===== config.mk =====
export PLATFORM = sky130hd
export DESIGN_NAME = dram_cmd_sched_flat
export DESIGN_NICKNAME = d
export VERILOG_FILES = /design/src/rtl/dram_pkg.sv /design/src/rtl/dram_cmd_sched_if.sv /design/src/rtl/dram_refresh_timer.sv /design/src/rtl/dram_cmd_sched.sv /design/src/flat_wrapper.sv
export SDC_FILE = /design/constraint.sdc
export NUM_CORES = 1
export LEC_CHECK = 0
export ABC_AREA = 1
export CAP_MARGIN = 20
export CORE_UTILIZATION = 40
export CTS_BUF_LIST = sky130_fd_sc_hd__clkbuf_4
export CTS_CLUSTER_DIAMETER = 60
export DETAILED_ROUTE_END_ITERATION = 16
export PLACE_DENSITY = 0.66
export SLEW_MARGIN = 0
export SYNTH_ARGS = -nofsm -noshare
export SYNTH_HDL_FRONTEND = slang
export SYNTH_SLANG_ARGS = --single-unit

===== constraint.sdc =====
create_clock -name clk -period 1.6 [get_ports clk]
set_clock_uncertainty 0.1 [all_clocks]
set_input_delay 0.32 -clock clk [delete_from_list [all_inputs] [get_ports clk]]
set_output_delay 0.32 -clock clk [all_outputs]
set_load 0.005 [all_outputs]

===== src/rtl/dram_pkg.sv =====
// Shared definitions for the DRAM command scheduler: command codes, scheduler
// states and the (cs_n, ras_n, cas_n, we_n) pin encodings.
package dram_pkg;

  localparam logic [1:0] CMD_ACT = 2'b00;
  localparam logic [1:0] CMD_COL = 2'b01;
  localparam logic [1:0] CMD_REF = 2'b10;
  localparam logic [1:0] CMD_PRE = 2'b11;

  typedef enum logic [1:0] {
    ST_IDLE  = 2'd0,
    ST_ISSUE = 2'd1,
    ST_WAIT  = 2'd2,
    ST_ACK   = 2'd3
  } sched_state_e;

  localparam logic [3:0] PINS_NOP = 4'b0111;
  localparam logic [3:0] PINS_ACT = 4'b0011;
  localparam logic [3:0] PINS_COL = 4'b0101;
  localparam logic [3:0] PINS_PRE = 4'b0010;
  localparam logic [3:0] PINS_REF = 4'b0001;

  function automatic logic [3:0] cmd_pins(input logic [1:0] cmd);
    logic [3:0] pins;
    pins = PINS_NOP;
    case (cmd)
      CMD_ACT: pins = PINS_ACT;
      CMD_COL: pins = PINS_COL;
      CMD_REF: pins = PINS_REF;
      CMD_PRE: pins = PINS_PRE;
      default: pins = PINS_NOP;
    endcase
    return pins;
  endfunction

endpackage


===== src/rtl/dram_cmd_sched_if.sv =====
// Command handshake from the controller FSM plus the DRAM command pins.
// master = controller side, slave = scheduler side.
interface dram_cmd_sched_if #(
  parameter int BA_W   = 3,
  parameter int ADDR_W = 7,
  parameter int COL_W  = 3
);

  logic              cmd_req;
  logic [1:0]        cmd;
  logic [BA_W-1:0]   bank_id;
  logic [ADDR_W-1:0] row_id;
  logic [COL_W-1:0]  col_id;
  logic              cmd_ack;
  logic              refresh_flag;
  logic              refresh_overrun;
  logic              busy;
  logic              dram_cs_n;
  logic              dram_ras_n;
  logic              dram_cas_n;
  logic              dram_we_n;
  logic [BA_W-1:0]   dram_ba;
  logic [ADDR_W-1:0] dram_addr;

  modport master (
    output cmd_req, cmd, bank_id, row_id, col_id,
    input  cmd_ack, refresh_flag, refresh_overrun, busy,
    input  dram_cs_n, dram_ras_n, dram_cas_n, dram_we_n, dram_ba, dram_addr
  );

  modport slave (
    input  cmd_req, cmd, bank_id, row_id, col_id,
    output cmd_ack, refresh_flag, refresh_overrun, busy,
    output dram_cs_n, dram_ras_n, dram_cas_n, dram_we_n, dram_ba, dram_addr
  );

endinterface


===== src/rtl/dram_refresh_timer.sv =====
// Free-running refresh interval timer; raises refresh_flag every T_REFI cycles
// and latches refresh_overrun if an interval expires with the flag still set.
module dram_refresh_timer #(
  parameter int T_REFI = 780
) (
  input  logic clk,
  input  logic rst,
  input  logic ref_done,
  output logic refresh_flag,
  output logic refresh_overrun
);

  localparam int CNT_W = $clog2(T_REFI);

  logic [CNT_W-1:0] cnt_q, cnt_d;
  logic             flag_q, flag_d;
  logic             ovr_q, ovr_d;
  logic             wrap;

  assign wrap = (cnt_q == CNT_W'(T_REFI - 1));

  always_comb begin
    cnt_d  = wrap ? '0 : cnt_q + CNT_W'(1);
    flag_d = flag_q;
    ovr_d  = ovr_q | (wrap & flag_q);
    if (ref_done) flag_d = 1'b0;
    // A wrap coinciding with the REF completion still counts as a new request.
    if (wrap)     flag_d = 1'b1;
  end

  always_ff @(posedge clk) begin
    if (rst) begin
      cnt_q  <= '0;
      flag_q <= 1'b0;
      ovr_q  <= 1'b0;
    end else begin
      cnt_q  <= cnt_d;
      flag_q <= flag_d;
      ovr_q  <= ovr_d;
    end
  end

  assign refresh_flag    = flag_q;
  assign refresh_overrun = ovr_q;

endmodule


===== src/rtl/dram_cmd_sched.sv =====
// DRAM command scheduler: issues one command at a time on registered pins,
// holds it for its JEDEC latency, acks it, and guards PRE against tRAS.
module dram_cmd_sched
  import dram_pkg::*;
#(
  parameter int NUMBER_OF_BANKS = 8,
  parameter int NUMBER_OF_ROWS  = 128,
  parameter int NUMBER_OF_COLS  = 8,
  parameter int T_RCD           = 3,
  parameter int T_CL            = 3,
  parameter int T_RP            = 3,
  parameter int T_RFC           = 10,
  parameter int T_RAS           = 7,
  parameter int T_REFI          = 780
) (
  input logic          clk,
  input logic          rst,
  dram_cmd_sched_if.slave bus
);

  localparam int BA_W     = $clog2(NUMBER_OF_BANKS);
  localparam int ADDR_W   = $clog2(NUMBER_OF_ROWS);
  localparam int COL_W    = $clog2(NUMBER_OF_COLS);
  localparam int LAT_MAX_A = (T_RCD > T_CL) ? T_RCD : T_CL;
  localparam int LAT_MAX_B = (T_RP > T_RFC) ? T_RP : T_RFC;
  localparam int LAT_MAX   = (LAT_MAX_A > LAT_MAX_B) ? LAT_MAX_A : LAT_MAX_B;
  localparam int LAT_W     = (LAT_MAX > 1) ? $clog2(LAT_MAX) : 1;
  localparam int RAS_W     = (T_RAS > 1) ? $clog2(T_RAS) : 1;
  localparam int RAS_LOAD  = (T_RAS > 0) ? T_RAS - 1 : 0;

  function automatic logic [LAT_W-1:0] lat_load(input logic [1:0] c);
    logic [LAT_W-1:0] v;
    v = LAT_W'(T_RCD - 1);
    case (c)
      CMD_ACT: v = LAT_W'(T_RCD - 1);
      CMD_COL: v = LAT_W'(T_CL - 1);
      CMD_REF: v = LAT_W'(T_RFC - 1);
      CMD_PRE: v = LAT_W'(T_RP - 1);
      default: v = LAT_W'(T_RCD - 1);
    endcase
    return v;
  endfunction

  sched_state_e      state_q, state_d;
  logic [1:0]        cmd_q, cmd_d;
  logic [LAT_W-1:0]  lat_q, lat_d;
  logic [RAS_W-1:0]  tras_q, tras_d;
  logic [3:0]        pins_q, pins_d;
  logic [BA_W-1:0]   ba_q, ba_d;
  logic [ADDR_W-1:0] addr_q, addr_d;
  logic              pre_blocked;
  logic              ref_done;

  assign pre_blocked = (bus.cmd == CMD_PRE) && (tras_q != '0);

  // The pin registers double as the held bank/address of the accepted command.
  always_comb begin
    state_d = state_q;
    cmd_d   = cmd_q;
    lat_d   = lat_q;
    tras_d  = tras_q;
    pins_d  = PINS_NOP;
    ba_d    = '0;
    addr_d  = '0;
    if (tras_q != '0) tras_d = tras_q - RAS_W'(1);
    case (state_q)
      ST_IDLE: begin
        if (bus.cmd_req && !pre_blocked) begin
          state_d = ST_ISSUE;
          cmd_d   = bus.cmd;
          pins_d  = cmd_pins(bus.cmd);
          case (bus.cmd)
            CMD_ACT: begin
              ba_d   = bus.bank_id;
              addr_d = bus.row_id;
            end
            CMD_COL: begin
              ba_d   = bus.bank_id;
              addr_d = ADDR_W'(bus.col_id);
            end
            CMD_PRE: ba_d = bus.bank_id;
            default: ;
          endcase
        end
      end
      ST_ISSUE: begin
        lat_d   = lat_load(cmd_q);
        state_d = (lat_load(cmd_q) == '0) ? ST_ACK : ST_WAIT;
        if (cmd_q == CMD_ACT) tras_d = RAS_W'(RAS_LOAD);
      end
      ST_WAIT: begin
        lat_d = lat_q - LAT_W'(1);
        if (lat_q <= LAT_W'(1)) state_d = ST_ACK;
      end
      ST_ACK:  state_d = ST_IDLE;
      default: state_d = ST_IDLE;
    endcase
  end

  always_ff @(posedge clk) begin
    if (rst) begin
      state_q <= ST_IDLE;
      lat_q   <= '0;
      tras_q  <= '0;
      pins_q  <= PINS_NOP;
      ba_q    <= '0;
      addr_q  <= '0;
    end else begin
      state_q <= state_d;
      lat_q   <= lat_d;
      tras_q  <= tras_d;
      pins_q  <= pins_d;
      ba_q    <= ba_d;
      addr_q  <= addr_d;
    end
  end

  always_ff @(posedge clk) begin
    cmd_q <= cmd_d;
  end

  // Clearing on entry to ACK keeps refresh_flag low during the ack cycle itself.
  assign ref_done = (state_d == ST_ACK) && (cmd_q == CMD_REF);

  dram_refresh_timer #(
    .T_REFI (T_REFI)
  ) u_refresh_timer (
    .clk             (clk),
    .rst             (rst),
    .ref_done        (ref_done),
    .refresh_flag    (bus.refresh_flag),
    .refresh_overrun (bus.refresh_overrun)
  );

  assign bus.cmd_ack    = (state_q == ST_ACK);
  assign bus.busy       = (state_q != ST_IDLE);
  assign bus.dram_cs_n  = pins_q[3];
  assign bus.dram_ras_n = pins_q[2];
  assign bus.dram_cas_n = pins_q[1];
  assign bus.dram_we_n  = pins_q[0];
  assign bus.dram_ba    = ba_q;
  assign bus.dram_addr  = addr_q;

endmodule


===== src/flat_wrapper.sv =====
// flat-port wrapper written by rule: the top's interface ports become plain ports
module dram_cmd_sched_flat import dram_pkg::*;
#(
  parameter int NUMBER_OF_BANKS = 8,
  parameter int NUMBER_OF_ROWS  = 128,
  parameter int NUMBER_OF_COLS  = 8,
  parameter int T_RCD           = 3,
  parameter int T_CL            = 3,
  parameter int T_RP            = 3,
  parameter int T_RFC           = 10,
  parameter int T_RAS           = 7,
  parameter int T_REFI          = 780
)
  (clk, rst, bus_cmd_req, bus_cmd, bus_bank_id, bus_row_id, bus_col_id, bus_cmd_ack, bus_refresh_flag, bus_refresh_overrun, bus_busy, bus_dram_cs_n, bus_dram_ras_n, bus_dram_cas_n, bus_dram_we_n, bus_dram_ba, bus_dram_addr);
  dram_cmd_sched_if #(.BA_W(3), .ADDR_W(7), .COL_W(3)) bus_i ();
  input logic clk;
  input logic rst;
  input wire logic [$bits(bus_i.cmd_req)-1:0] bus_cmd_req;
  input wire logic [$bits(bus_i.cmd)-1:0] bus_cmd;
  input wire logic [$bits(bus_i.bank_id)-1:0] bus_bank_id;
  input wire logic [$bits(bus_i.row_id)-1:0] bus_row_id;
  input wire logic [$bits(bus_i.col_id)-1:0] bus_col_id;
  output wire logic [$bits(bus_i.cmd_ack)-1:0] bus_cmd_ack;
  output wire logic [$bits(bus_i.refresh_flag)-1:0] bus_refresh_flag;
  output wire logic [$bits(bus_i.refresh_overrun)-1:0] bus_refresh_overrun;
  output wire logic [$bits(bus_i.busy)-1:0] bus_busy;
  output wire logic [$bits(bus_i.dram_cs_n)-1:0] bus_dram_cs_n;
  output wire logic [$bits(bus_i.dram_ras_n)-1:0] bus_dram_ras_n;
  output wire logic [$bits(bus_i.dram_cas_n)-1:0] bus_dram_cas_n;
  output wire logic [$bits(bus_i.dram_we_n)-1:0] bus_dram_we_n;
  output wire logic [$bits(bus_i.dram_ba)-1:0] bus_dram_ba;
  output wire logic [$bits(bus_i.dram_addr)-1:0] bus_dram_addr;
  assign bus_i.cmd_req = bus_cmd_req;
  assign bus_i.cmd = bus_cmd;
  assign bus_i.bank_id = bus_bank_id;
  assign bus_i.row_id = bus_row_id;
  assign bus_i.col_id = bus_col_id;
  assign bus_cmd_ack = bus_i.cmd_ack;
  assign bus_refresh_flag = bus_i.refresh_flag;
  assign bus_refresh_overrun = bus_i.refresh_overrun;
  assign bus_busy = bus_i.busy;
  assign bus_dram_cs_n = bus_i.dram_cs_n;
  assign bus_dram_ras_n = bus_i.dram_ras_n;
  assign bus_dram_cas_n = bus_i.dram_cas_n;
  assign bus_dram_we_n = bus_i.dram_we_n;
  assign bus_dram_ba = bus_i.dram_ba;
  assign bus_dram_addr = bus_i.dram_addr;
  dram_cmd_sched #(.NUMBER_OF_BANKS(NUMBER_OF_BANKS), .NUMBER_OF_ROWS(NUMBER_OF_ROWS), .NUMBER_OF_COLS(NUMBER_OF_COLS), .T_RCD(T_RCD), .T_CL(T_CL), .T_RP(T_RP), .T_RFC(T_RFC), .T_RAS(T_RAS), .T_REFI(T_REFI)) u_core (.clk(clk), .rst(rst), .bus(bus_i));
endmodule

==> flow_metrics.py, run 1 <==
metrics = {
    "flow_run": {
        "maxCapViolations": 0,
    },
    "grt": {
        "grt_pass1_vias": 1203,
        "grt_max_degree": 13,
        "grt_util_all_layers_pct": 16.0,
        "antenna_found_initial": 0,
        "gr-total-overflow": 0,
        "grt_pass1_wl_um": 5180,
    },
    "routing": {
        "dr.first_iter.drc_count": 53,
        "dr_total_vias": 1299,
        "wire_per_inst_um": 10.5,
        "wl_um": 3110,
        "ant_nets": 0,
        "dr.pass1.iters": 4,
        "avgViaCountPerCell": 4.39,
        "drc": 0,
    },
    "place": {
        "place_area_sq_mm": 0.00209,
        "dp_cells": 285,
        "hpwl_um": 2300,
        "pre_cts_ws_ns": -0.161,
        "portBuffers": 34,
        "place.gp.congestion": 0.710,
    },
    "timing": {
        "finalCritPeriodShare_pct": 96.5,
        "rsz0062_at_grt": "true",
        "period_minus_slack_ns": 1.54,
        "fin_tns_setup_ns": 0,
        "hold_violations": 0,
        "drv_slew": 0,
        "hold_ws_ns": 0.355,
        "setup_ws_ns": 0.0554,
        "clock.fmax_mhz": 647,
        "finalSetupViolCount": 0,
    },
    "critical_path": {
        "cp_top_family": "flip-flops",
        "cp_common_cell": "inv_2",
        "crit_fanout": 3,
        "required_ns": 1.18,
        "path_buf_inv": 3,
        "critPathKind": "reg -> out",
        "worstPathArrival_ns": 1.12,
        "critical_path.endpoint_type": "primary output",
        "cp_slowest_stage_delay_ns": 0.35,
        "start_kind": "flip-flop",
        "crit_chain": "inv_2 -> ha_4 -> inv_2 -> clkdlybuf4s15_2",
        "slowest_stage": "dfxtp_2",
    },
    "logic_synthesis": {
        "synth_top_family_by_area": "simple AND/OR/NAND/NOR gates",
        "synth_compound_area_share_pct": 7.98,
        "synthSimpleGateAreaFrac_pct": 23.3,
        "ys_seq_elements": 36,
        "synthesis.nets": 229,
        "synth_seq_area_share_pct": 45.4,
        "synthXorXnorAreaFrac_pct": 2.15,
        "yosysWarnings": 0,
        "yosys.area_share.adder_pct": 12.3,
        "avgSynthCellArea_sq_um": 8.36,
        "syn-instance-count": 195,
        "synth.cell_area_sq_mm": 0.00163,
        "synth_mux_area_share_pct": 0,
        "synth_cell_types": 30,
    },
    "power": {
        "powerDensity_mw_per_mm2": 1200,
        "swShare_pct": 31.6,
        "p_switching_uw": 850,
        "p_leak_nw": 1.05,
        "p_int_mw": 1.84,
        "seq_power_share_pct": 41.3,
        "peakVddDrop_v": 0.000624,
        "clkPwrFrac_pct": 23.8,
        "total_power_mw": 2.69,
        "combPwrFrac_pct": 34.9,
    },
    "cells_and_area": {
        "num_antenna_cells": 0,
        "fin_cells": 296,
        "final_common_cell": "nand2_1",
        "area_growth_pct": 37.7,
        "mostFrequentLayoutCells": "nand2_1 (41), inv_1 (25), dfxtp_1 (23), clkdlybuf4s50_1 (17), nor2_1 (16)",
        "final_util_pct": 59.5,
        "nets": 281,
        "drive_above_1_share_pct": 23.8,
        "finish.instance_area_sq_mm": 0.00224,
    },
    "floorplan": {
        "start_util_pct": 43.2,
        "fp.dieW_um": 65.8,
        "dieHeight_um": 65.8,
        "row_count": 22,
        "io_pins": 36,
        "die_area_sq_mm": 0.00433,
        "core_area_sq_mm": 0.00377,
    },
    "clocking": {
        "numCtsBuffers": 5,
        "cts_tree": "built",
        "clk_latency_ns": 0.34,
        "cts_root_buf": "clkbuf_4",
        "cts.path.max_buffers": 2,
        "numClockSinks": 36,
        "clk_pin_slew_ns": 0.11,
        "htreeDepth": 2,
    },
    "outcome": {
        "status": "complete, no violations",
    },
    "worst_hold_path": {
        "min_path_type": "reg -> reg",
    },
}
==> cell usage after synthesis (all sizes together) <==
master,number,area (sq um)
nor3,2,10.0
a21oi,15,78.8
nand3,6,40.0
and3,1,6.26
dfxtp,34,681
buf,3,23.8
conb,1,3.75
nor3b,4,45.1
nand2,44,170
xor2,4,35.0
o211ai,1,7.51
ha,16,200
edfxtp,2,60.1
inv,31,116
or2,2,12.5
nor2,20,90.1
a221oi,1,8.76
o21ai,7,35.0
nand4,1,6.26
==> area by class of cell <==
| type | instances | area (sq um) |
|---|---|---|
| fillers | 330 | 1530 |
| multi-input cells | 125 | 793 |
| flip-flops and latches | 36 | 754 |
| repair buffers | 48 | 442 |
| inverters | 31 | 116 |
| well taps | 48 | 60.1 |
| clock inverters | 3 | 41.3 |
| clock buffers | 5 | 37.5 |
==> power groups by stage <==
stage | combinational (mW) | clock [mW] | sequential [mW]
2_1_floorplan | 0.514 | 0 | 1.11
3_3_place_gp | 0.822 | 0 | 1.12
3_5_place_dp | 0.827 | 0 | 1.12
4_1_cts | 0.841 | 0.664 | 1.11
5_1_grt | 1.09 | 0.703 | 1.13
6_report | 0.937 | 0.639 | 1.11
==> logic make-up (layout without fill, tap and decap cells) <==
logic type	count (synthesis)	in the layout
AND/OR/NAND/NOR	80	80
AO/OA/AOI/OAI	24	24
XOR/XNOR	4	4
other	1	1
buffers and inverters	34	87
flip-flops	36	36
adder cells (fa/ha/maj)	16	16
==> tightest hold or removal path, cell delays in order (launching register included) <==
cell and delay [ns]:
dfxtp_2 0.33, inv_1 0.04, a21oi_1 0.05
==> repair_timing <==
item,CTS,global route
resized for setup,29,15
hold buffers,0,0
pin swaps,0,1
setup endpoints to repair,15,17
buffers inserted,2,1
==> routing by layer <==
| layer | vias up | track usage (%) | routed length [um] |
|---|---|---|---|
| li1 | 714 | - | - |
| met1 | 547 | 21.0 | 1550 |
| met2 | 32 | 23.9 | 1330 |
| met3 | 6 | 6.03 | 179 |
| met4 | 0 | 5.71 | 45 |
| met5 | - | 0 | 0 |
==> worst paths after layout <==
| path | start | endpoint | slack, ns | cells after the start |
|---|---|---|---|---|
| max | u_core.state_q[1] | bus_busy | 0.06 | 4 |
| min | u_core.u_refresh_timer.refresh_overrun | u_core.u_refresh_timer.refresh_overrun | 0.35 | 2 |
| max reg2reg | u_core.tras_q[0] | u_core.u_refresh_timer.refresh_flag | 0.09 | 12 |
| min reg2reg | u_core.u_refresh_timer.refresh_overrun | u_core.u_refresh_timer.refresh_overrun | 0.35 | 2 |
==> sequential cells by signal, summed over array words and instances, names as in the netlist, 2 cells and up <==
register / flops
u_core.bus.dram_addr: 7
u_core.state_q: 2
u_core.tras_q: 3
u_core.cmd_q: 2
u_core.pins_q: 3
u_core.lat_q: 4
u_core.bus.dram_ba: 3
u_core.u_refresh_timer.cnt_q: 10
No activity file was read; power rests on OpenSTA's default activity.
==> run 2, diff against run 1 <==
--- a/config.mk
+++ b/config.mk
@@ -11,6 +11,7 @@
 export CTS_BUF_LIST = sky130_fd_sc_hd__clkbuf_4
 export CTS_CLUSTER_DIAMETER = 60
 export DETAILED_ROUTE_END_ITERATION = 16
+export GPL_TIMING_DRIVEN = 0
 export PLACE_DENSITY = 0.66
 export SLEW_MARGIN = 0
 export SYNTH_ARGS = -nofsm -noshare
==> flow_metrics.py, run 2 (synthesis results as in run 1) <==
metrics = {
    "grt": {
        "use_met2_pct": 24.6,
        "grt_util_met1_pct": 17.6,
        "grt_pass1_wl_um": 4970,
        "grt_max_degree": 12,
        "busiest_layer": "met2",
        "grt_pass1_vias": 1232,
        "grt_util_all_layers_pct": 15.4,
        "gr-total-overflow": 0,
        "met3_usage_pct": 6.21,
        "antenna_found_initial": 0,
    },
    "critical_path": {
        "worstPathArrival_ns": 1.71,
        "crit_fanout": 5,
        "critical_path.endpoint_type": "flip-flop",
        "required_ns": 1.77,
        "start_kind": "flip-flop",
        "critPathKind": "reg -> reg",
    },
    "place": {
        "dp_cells": 276,
        "portBuffers": 33,
        "place.gp.congestion": 0.756,
        "hpwl_um": 2110,
    },
    "clocking": {
        "numClockSinks": 36,
        "numCtsBuffers": 5,
        "cts_tree": "built",
        "cts_root_buf": "clkbuf_4",
        "clk_latency_ns": 0.34,
        "htreeDepth": 2,
        "cts.path.max_buffers": 2,
        "hold_buffers": 0,
        "clk_pin_slew_ns": 0.10,
    },
    "cells_and_area": {
        "largest_reg_flops": 10,
        "seq_area_sq_um": 751,
        "final_util_pct": 59.4,
        "nets": 279,
        "mostFrequentLayoutCells": "nand2_1 (41), dfxtp_1 (26), inv_1 (24), nor2_1 (16), dlymetal6s2s_1 (15)",
        "area_growth_pct": 37.5,
        "regMostFlops": "u_core.u_refresh_timer.cnt_q",
        "num_antenna_cells": 0,
        "n_fill_cell": 342,
        "fin_cells": 294,
        "multiInputGateArea_sq_um": 785,
        "drive_above_1_share_pct": 22.0,
        "final_common_cell": "nand2_1",
    },
    "timing": {
        "clock.fmax_mhz": 650,
        "finalSetupViolCount": 0,
        "fin_tns_setup_ns": 0,
        "finalCritPeriodShare_pct": 96.2,
        "hold_violations": 0,
        "drv_slew": 0,
        "period_minus_slack_ns": 1.54,
    },
    "power": {
        "powerDensity_mw_per_mm2": 1120,
        "peakVddDrop_v": 0.000583,
        "p_leak_nw": 1.16,
    },
    "floorplan": {
        "row_count": 22,
        "core_area_sq_mm": 0.00377,
        "fp.dieW_um": 65.8,
        "die_area_sq_mm": 0.00433,
        "io_pins": 36,
        "start_util_pct": 43.2,
        "dieHeight_um": 65.8,
    },
    "outcome": {
        "status": "complete, no violations",
    },
    "routing": {
        "drc": 0,
        "ant_nets": 0,
        "wl_um": 3070,
        "wire_per_inst_um": 10.4,
        "dr_total_vias": 1326,
        "avgViaCountPerCell": 4.51,
        "dr.first_iter.drc_count": 40,
        "dr.pass1.iters": 5,
    },
    "worst_hold_path": {
        "min_path_type": "in -> reg",
    },
    "flow_run": {
        "maxCapViolations": 0,
    },
}
[run 2: path summary, 6_finish.rpt]
kind                                                              from                                endpoint  slack [ns]  depth (start not counted)
worst max-delay path                                  u_core.tras_q[0]                   u_core.bus.dram_ba[1]        0.06                         10
worst min-delay path                                               rst                        u_core.tras_q[1]        0.16                          2
worst max register to register                        u_core.tras_q[0]                   u_core.bus.dram_ba[1]        0.06                         10
worst min register to register  u_core.u_refresh_timer.refresh_overrun  u_core.u_refresh_timer.refresh_overrun        0.35                          2
[run 2: power breakdown]
part	internal, mW	switching, mW	total (mW)
Sequential	1.03	0.0796	1.11
Combinational	0.468	0.471	0.940
Clock	0.161	0.297	0.458
[run 2: final cells by class]
| class | count | share of cell area [%] |
|---|---|---|
| inverter | 31 | 5.30 |
| multi-input combinational | 125 | 35.0 |
| sequential | 36 | 33.5 |
| clock buffer | 5 | 1.68 |
| buffer | 3 | 1.23 |
| clock inverter | 3 | 0.614 |
| tap | 48 | 2.68 |
| timing repair buffer | 43 | 20.0 |
[run 2: per-stage QoR]
step / power, mW / cell area (sq um) / setup slack, ns / hold slack (ns)
2_1_floorplan: 1.63 / 1630 / 0.140 / 0.319
3_3_place_gp: 1.84 / 2020 / -0.334 / 0.337
3_5_place_dp: 1.86 / 2020 / -0.326 / 0.342
4_1_cts: 2.38 / 2110 / 0.00152 / 0.142
5_1_grt: 2.72 / 2240 / -0.0192 / 0.145
6_report: 2.51 / 2240 / 0.0613 / 0.155
[run 2: layer usage]
layer | routed length (um) | vias to the layer above
li1 | - | 703
met1 | 1420 | 576
met2 | 1410 | 37
met3 | 174 | 10
met4 | 68 | 0
met5 | 0 | -
[run 2: critical path, stage by stage, from the launching register on]
cell and delay (ns):
dfxtp_2 0.33, inv_1 0.08, ha_4 0.15, ha_4 0.12, inv_2 0.04, nand2_1 0.06, nand2_2 0.07, nor2_4 0.16
nand2_4 0.09, buf_8 0.14, nor3b_2 0.13
[run 2: what timing repair did]
action / in CTS / in global routing
endpoints found under the setup margin: 18 / 28
endpoints found under the hold margin: 0 / 0
gates resized for setup: 17 / 27
cloned: 0 / 1
pin swaps: 0 / 3
setup buffers: 5 / 4
==> run 3, diff against run 2 <==
--- a/config.mk
+++ b/config.mk
@@ -7,6 +7,7 @@
 export LEC_CHECK = 0
 export ABC_AREA = 1
 export CAP_MARGIN = 20
+export CORE_MARGIN = 3
 export CORE_UTILIZATION = 40
 export CTS_BUF_LIST = sky130_fd_sc_hd__clkbuf_4
 export CTS_CLUSTER_DIAMETER = 60
==> flow_metrics.py, run 3 (synthesis results as in run 1) <==
metrics = {
    "cells_and_area": {
        "regMostFlops": "u_core.u_refresh_timer.cnt_q",
        "drive_above_1_share_pct": 23.0,
        "nets": 277,
        "mostFrequentLayoutCells": "nand2_1 (40), dfxtp_1 (26), inv_1 (23), nor2_1 (16), clkdlybuf4s50_1 (14)",
        "area_growth_pct": 35.1,
        "largest_reg_flops": 10,
        "final_util_pct": 58.0,
        "num_antenna_cells": 0,
        "final_common_cell": "nand2_1",
    },
    "floorplan": {
        "row_count": 22,
        "core_area_sq_mm": 0.00380,
        "die_area_sq_mm": 0.00488,
        "dieHeight_um": 69.8,
        "fp.dieW_um": 69.8,
        "start_util_pct": 42.9,
        "io_pins": 36,
    },
    "grt": {
        "gr-total-overflow": 0,
        "grt_util_all_layers_pct": 13.6,
        "grt_max_degree": 13,
        "grt_pass1_wl_um": 5290,
        "antenna_found_initial": 0,
        "grt_pass1_vias": 1258,
    },
    "clocking": {
        "cts_tree": "built",
        "hold_buffers": 0,
        "cts.path.max_buffers": 2,
        "numCtsBuffers": 5,
        "clk_latency_ns": 0.34,
        "htreeDepth": 2,
        "numClockSinks": 36,
        "clk_pin_slew_ns": 0.12,
        "cts_root_buf": "clkbuf_4",
    },
    "routing": {
        "dr_total_vias": 1317,
        "ant_nets": 0,
        "wl_um": 3140,
        "wire_per_inst_um": 10.8,
        "drc": 0,
        "avgViaCountPerCell": 4.51,
        "dr.first_iter.drc_count": 78,
        "dr.pass1.iters": 4,
    },
    "critical_path": {
        "required_ns": 1.18,
        "critical_path.endpoint_type": "primary output",
        "critPathKind": "reg -> out",
        "worstPathArrival_ns": 1.13,
        "path_buf_inv": 2,
        "crit_chain": "buf_4 -> ha_1 -> buf_2",
        "start_kind": "flip-flop",
        "crit_fanout": 2,
        "slowest_stage": "dfxtp_2",
        "cp_top_family": "flip-flops",
        "cp_slowest_stage_delay_ns": 0.36,
    },
    "timing": {
        "finalSetupViolCount": 0,
        "drv_slew": 0,
        "clock.fmax_mhz": 646,
        "rsz0062_at_grt": "true",
        "period_minus_slack_ns": 1.55,
        "hold_violations": 0,
        "finalCritPeriodShare_pct": 96.7,
    },
    "power": {
        "powerDensity_mw_per_mm2": 1220,
        "total_power_mw": 2.69,
        "peakVddDrop_v": 0.000617,
        "p_leak_nw": 1.01,
    },
    "place": {
        "hpwl_um": 2300,
        "place.gp.congestion": 0.785,
        "portBuffers": 33,
    },
    "worst_hold_path": {
        "min_path_type": "in -> reg",
    },
    "flow_run": {
        "maxCapViolations": 0,
    },
    "outcome": {
        "status": "complete, no violations",
    },
}
==> run 3: changes by cell type in the layout (fill, tap and decap cells not counted), moves of 2 or more <==
| cell | delta |
|---|---|
| buf_2 | +2 |
| dlygate4sd2_1 | +11 |
| inv_4 | +2 |
| nand2_2 | +2 |
| buf_4 | -2 |
| dlymetal6s2s_1 | -11 |
==> run 3: area by class of cell <==
cell class	instances	area [sq um]
fillers	353	1600
multi-input cells	125	796
flip-flops and latches	36	751
repair buffers	41	372
inverters	31	121
well taps	48	60.1
clock inverters	3	41.3
clock buffers	5	37.5
plain buffers	3	23.8
==> run 3: final timing paths <==
| kind | start | end | slack (ns) | cells past startpoint |
|---|---|---|---|---|
| worst max-delay path | u_core.state_q[0] | bus_cmd_ack | 0.05 | 3 |
| worst min-delay path | rst | u_core.u_refresh_timer.refresh_flag | 0.12 | 2 |
| worst max register to register | u_core.tras_q[1] | u_core.bus.dram_ba[0] | 0.11 | 10 |
| worst min register to register | u_core.u_refresh_timer.refresh_overrun | u_core.u_refresh_timer.refresh_overrun | 0.36 | 2 |
==> run 3: timing repair <==
| item | CTS | global route |
|---|---|---|
| setup endpoints to repair | 16 | 16 |
| gates resized for setup | 30 | 18 |
| buffers inserted | 4 | 3 |
| gates cloned | 0 | 1 |
| pin swaps | 0 | 5 |
==> run 3: stage by stage <==
stage | hold slack [ns] | setup slack [ns] | TNS [ns] | instance area (sq um) | instances
after floorplan | 0.319 | 0.140 | 0 | 1630 | 195
after global placement | 0.337 | -0.310 | -4.00 | 2020 | 276
after detailed placement | 0.340 | -0.323 | -4.13 | 2020 | 276
after CTS | 0.120 | 0.000356 | 0 | 2130 | 288
after global routing | 0.127 | -0.00654 | -0.00654 | 2200 | 292
final | 0.125 | 0.0523 | 0 | 2200 | 292
==> run 3: power by group <==
group          switching [mW]  internal, mW  total [mW]
logic                   0.470         0.446       0.916
clock network           0.317         0.327       0.644
registers              0.0922          1.04        1.13
total                   0.879          1.81        2.69
==> run 3: routing by layer <==
layer	up-vias	track usage, %	share of wire, %
met2	30	21.3	46
met1	581	16.3	45
li1	701	-	-
met3	5	5.51	6.7
met5	-	0	0
met4	0	5.74	2.0
